`config.mk`:
```
export PLATFORM = sky130hd
export DESIGN_NAME = gbe_tx_err_counter
export DESIGN_NICKNAME = d
export VERILOG_FILES = /design/src/rtl/gbe_tx_err_counter.sv
export SDC_FILE = /design/constraint.sdc
export NUM_CORES = 1
export LEC_CHECK = 0
export CORE_UTILIZATION = 48
export CTS_CLUSTER_SIZE = 20
export DETAILED_ROUTE_END_ITERATION = 6
export PLACE_DENSITY = 0.83
export SLEW_MARGIN = 20
export SYNTH_ARGS = -nofsm -noshare
export SYNTH_HDL_FRONTEND = slang
export SYNTH_SLANG_ARGS = --single-unit
```
`constraint.sdc`:
```
create_clock -name user_clk -period 1.9 [get_ports user_clk]
set_input_delay 0.57 -clock user_clk [delete_from_list [all_inputs] [get_ports user_clk]]
set_output_delay 0.57 -clock user_clk [all_outputs]
set_load 0.01 [all_outputs]
```
`src/rtl/gbe_tx_err_counter.sv`:
```
// 10GbE TX-path error counter: counts tx_overflow rising edges and bad frames,
// packed as {ovf_cnt, frm_cnt} for the gbe_tx_err_cnt software register.
module gbe_tx_err_counter #(
  parameter int SATURATE        = 1,
  parameter int MAX_FRAME_WORDS = 1024
) (
  input  logic        user_clk,
  input  logic        user_rst_n,
  input  logic        tx_valid,
  input  logic        tx_end_of_frame,
  input  logic        tx_overflow,
  input  logic        link_up,
  input  logic        cnt_rst,
  input  logic        cnt_en,
  output logic [31:0] err_count,
  output logic        err_pulse
);

  localparam int                WC_W     = $clog2(MAX_FRAME_WORDS + 2);
  localparam logic [WC_W-1:0]   WC_LIMIT = WC_W'(MAX_FRAME_WORDS);
  localparam logic [WC_W-1:0]   WC_ONE   = WC_W'(1);

  typedef enum logic [1:0] {
    IDLE,
    FRAME,
    DROP
  } state_t;

  state_t          state, state_next;
  logic [WC_W-1:0] word_cnt, word_cnt_next;
  logic            ovf_q, cnt_rst_q;
  logic [15:0]     ovf_cnt, frm_cnt;
  logic            frm_evt, frame_err;
  logic            ovf_evt, clr;
  logic            last_word;

  assign ovf_evt   = tx_overflow & ~ovf_q;
  assign clr       = cnt_rst & ~cnt_rst_q;
  assign last_word = tx_valid & tx_end_of_frame;
  assign err_count = {ovf_cnt, frm_cnt};

  function automatic logic [15:0] bump(input logic [15:0] c);
    if ((SATURATE != 0) && (c == 16'hFFFF)) return c;
    return c + 16'd1;
  endfunction

  // NOTE: every output of this block gets a default first, so no path leaves a
  // signal unassigned and no latch is inferred.
  always_comb begin
    state_next    = state;
    word_cnt_next = word_cnt;
    frm_evt       = 1'b0;
    frame_err     = 1'b0;
    case (state)
      IDLE: begin
        if (tx_valid) begin
          word_cnt_next = WC_ONE;
          if (link_up) begin
            state_next = tx_end_of_frame ? IDLE : FRAME;
          end else begin
            frm_evt    = 1'b1;
            state_next = tx_end_of_frame ? IDLE : DROP;
          end
        end
      end
      FRAME: begin
        if (tx_valid) word_cnt_next = word_cnt + WC_ONE;
        // The word that would make the count MAX_FRAME_WORDS+1 is the oversize one.
        frame_err = tx_overflow | ~link_up | (tx_valid & (word_cnt == WC_LIMIT));
        if (frame_err) begin
          frm_evt    = 1'b1;
          state_next = last_word ? IDLE : DROP;
        end else if (last_word) begin
          state_next = IDLE;
        end
      end
      DROP: begin
        if (last_word) state_next = IDLE;
      end
      default: state_next = IDLE;
    endcase
  end

  // NOTE: sequential state uses non-blocking assignments so every flop samples
  // pre-edge values regardless of statement order.
  always_ff @(posedge user_clk or negedge user_rst_n) begin
    if (!user_rst_n) begin
      state     <= IDLE;
      word_cnt  <= '0;
      ovf_q     <= 1'b0;
      cnt_rst_q <= 1'b0;
      ovf_cnt   <= '0;
      frm_cnt   <= '0;
      err_pulse <= 1'b0;
    end else begin
      state     <= state_next;
      word_cnt  <= word_cnt_next;
      ovf_q     <= tx_overflow;
      cnt_rst_q <= cnt_rst;
      // Clear wins over a same-cycle increment; that increment is dropped.
      if (clr) begin
        ovf_cnt   <= '0;
        frm_cnt   <= '0;
        err_pulse <= 1'b0;
      end else if (cnt_en) begin
        if (ovf_evt) ovf_cnt <= bump(ovf_cnt);
        if (frm_evt) frm_cnt <= bump(frm_cnt);
        err_pulse <= ovf_evt | frm_evt;
      end else begin
        err_pulse <= 1'b0;
      end
    end
  end

endmodule

```
==> results.py <==
metrics = {
    "place": {
        "post-dp-hpwl_um": 4910,
        "portBuffers": 40,
        "dp_cells": 444,
        "gp_congestion": 0.867,
    },
    "grt": {
        "grt_max_degree": 25,
        "overflow": 0,
        "grt_pass1_wl_um": 13100,
        "use_met1_pct": 34.7,
        "grt_pass1_vias": 2746,
        "gr-usage-all-layers_pct": 28.6,
        "antenna_found_initial": 0,
        "use_met2_pct": 49.0,
        "grt_util_met3_pct": 5.42,
        "grt_most_used_layer": "met2",
    },
    "logic_synthesis": {
        "yosysTopAreaCell": "dfrtp_1",
        "yosys_register_bits": 48,
        "synthCells": 287,
        "synth_top_cell_area_share_pct": 45.8,
        "synth-edff-count": 0,
        "synthTopCellsByCount": "dfrtp_1, nand2_1, nor2_1",
        "async_flop_share_pct": 100,
        "synthesis.nets": 299,
        "syn_area_um2": 2620,
        "yosys.cell_types.count": 46,
        "ys_seq_area_share_pct": 45.8,
        "synth_top_flop_cell": "dfrtp_1",
        "synthMostInstantiatedCell": "dfrtp_1",
        "ys_top_cells_by_area": "dfrtp_1, a21oi_1, nand2_1",
        "yosysWarnings": 0,
        "avgSynthCellArea_um2": 9.14,
    },
    "sta": {
        "fmax_ghz": 0.441,
        "finalHoldViolCount": 0,
        "period_minus_slack_ns": 2.27,
        "slew_headroom_pct": 72.1,
        "finalSetupTns_ns": -3.71,
        "skew_ns": 0.0198,
        "finalSetupViolCount": 17,
        "setup_ws_ns": -0.368,
        "worst_pin_slew_ns": 0.407,
        "grt_setup_unrepaired": "true",
        "slew_viol_final": 0,
        "post-route-period-util_pct": 119,
        "whs_ns": 0.233,
    },
    "clocking": {
        "cts_buffers": 5,
        "root_buffer": "clkbuf_8",
        "cts_hold_buf": 0,
        "h-tree-depth": 2,
        "worstSkewPairLatency_ns": 0.32,
        "cts_tree": "done",
        "cts_sinks": 48,
        "clk_pin_slew_ns": 0.11,
        "cts_buffer_depth": 2,
    },
    "die": {
        "fp.dieArea_um2": 5760,
        "ioPinCount": 41,
        "initial_core_util_pct": 50.7,
        "core_um2": 5170,
        "placementRows": 26,
        "die_w_um": 75.9,
        "die_h_um": 75.9,
    },
    "worst_setup_path": {
        "worstPathRequired_ns": 2.15,
        "max_stage_delay_ns": 0.43,
        "cp.buffers_inverters": 3,
        "crit_path_start_kind": "register",
        "path_max_fanout": 6,
        "worst-endpoint-arrival_ns": 2.52,
        "rr_worst_depth": 9,
        "crit_cells": 9,
        "path_class": "reg -> reg",
        "worst_setup_path_end_kind": "register",
        "path_cells": "inv_2 -> ha_4 -> and4bb_2 -> nand4_1 -> a211o_4 -> buf_12 -> buf_6 -> nor4_4 -> mux2i_1",
        "crit_path_top_delay_cell": "a211o_4",
        "crit_family": "simple AND/OR/NAND/NOR gates",
    },
    "detailed_routing": {
        "firstDrtPassIters": 5,
        "wirelength_um": 9720,
        "drtIter0Drc": 458,
        "drtAntennaViolNets": 0,
        "drcViolationCount": 0,
        "vias_per_cell": 6.37,
        "vias": 3019,
        "wire_per_inst_um": 20.5,
    },
    "outcome": {
        "violations": "setup timing",
        "status": "finished with violations",
    },
    "power": {
        "peakVddDrop_mv": 0.502,
        "leakage_uw": 0.00189,
        "finalPower_uw": 2270,
        "power-per-cell-area_nw_per_um2": 557,
    },
    "final_layout": {
        "seq_area_um2": 1220,
        "n_fill_cell": 296,
        "syn_to_final_growth_pct": 55.3,
        "multi_input_area_um2": 1540,
        "drive_above_1_share_pct": 34.9,
        "fin_cells": 474,
        "antenna_cells_inserted": 0,
        "fin_nets": 415,
    },
    "job": {
        "cap_viol_max_count": 0,
    },
    "min_path": {
        "hold_path_class": "in -> async",
    },
}
layout make-up:
cell class | count | share of cell area, %
tap | 70 | 2.15
timing repair buffer | 120 | 26.8
multi-input combinational | 220 | 37.8
sequential | 48 | 29.9
clock buffer | 6 | 1.78
inverter | 8 | 0.737
clock inverter | 2 | 0.860
sequential cells by signal, indices dropped and copies added (netlist names):
register   flops
ovf_cnt       16
err_pulse      1
cnt_rst_q      1
word_cnt      11
state          2
frm_cnt       16
ovf_q          1
cells in the final DEF, fill, tap and decap left out, types with 4 or more instances in the layout:
cell type        Yosys  final
a21oi_1             21     11
a21oi_2              0     10
a31o_2               4      4
and3_1               5      5
buf_4                0     72
buf_6                1      4
clkbuf_8             0      5
clkdlybuf4s50_1      0     21
dfrtp_1             48     36
dfrtp_2              0     12
dlygate4sd2_1        0      8
dlymetal6s2s_1       0     10
inv_1                8      6
mux2i_1              5      5
nand2_1             28     28
nand2b_1             7      7
nand3_1             20     20
nand4_1              9      9
nor2_1              28     28
nor3_1              13     12
o21ai_0              9      5
xnor2_1             10     10
xor2_1               5      5
where the power goes:
group          internal, µW  switching (µW)  total [µW]
Combinational           197             207         404
Clock                   392             383         775
Sequential             1050            38.1        1090
Total                  1640             628        2270
per-stage QoR:
stage	utilization, %	setup WS [ns]	cell area (µm²)
detailed placement	68.3	-0.735	3530
finish	78.7	-0.368	4070
floorplan	-	-0.0590	2650
CTS	74.0	-0.256	3830
global placement	68.3	-0.624	3530
global route	78.7	-0.441	4070
cells by family (layout without fill, tap and decap cells):
| group | count (synthesis) | after routing | synth area share, % |
|---|---|---|---|
| xor+xnor | 15 | 15 | 5.01 |
| simple gates | 138 | 138 | 27.8 |
| flops | 48 | 48 | 45.8 |
| fa+ha+maj | 4 | 4 | 1.91 |
| compound gates | 58 | 58 | 14.5 |
| buf+inv | 19 | 136 | 3.10 |
| mux | 5 | 5 | 1.91 |
final timing paths:
| kind | startpoint | endpoint | slack (ns) |
|---|---|---|---|
| hold / removal | user_rst_n | frm_cnt[7] | 0.23 |
| max in group asynchronous | user_rst_n | ovf_cnt[2] | 1.36 |
| hold reg to reg | frm_cnt[14] | frm_cnt[14] | 0.54 |
| setup reg to reg | word_cnt[0] | frm_cnt[9] | -0.37 |
| setup / recovery | word_cnt[0] | frm_cnt[9] | -0.37 |
| min in group user_clk | frm_cnt[14] | frm_cnt[14] | 0.54 |
timing repair:
action                     CTS  global route
setup buffers                7            14
pin swaps                   13            10
setup endpoints to repair   39            44
gates resized for setup     32            42
cloned                       2             0
per-layer routing:
metal / part of all wire, % / vias up
met5: 0 / -
met4: 5.2 / 0
met3: 6.4 / 72
met2: 49 / 202
met1: 39 / 1466
li1: - / 1279
Note: power is estimated with default switching activity, not from simulation.
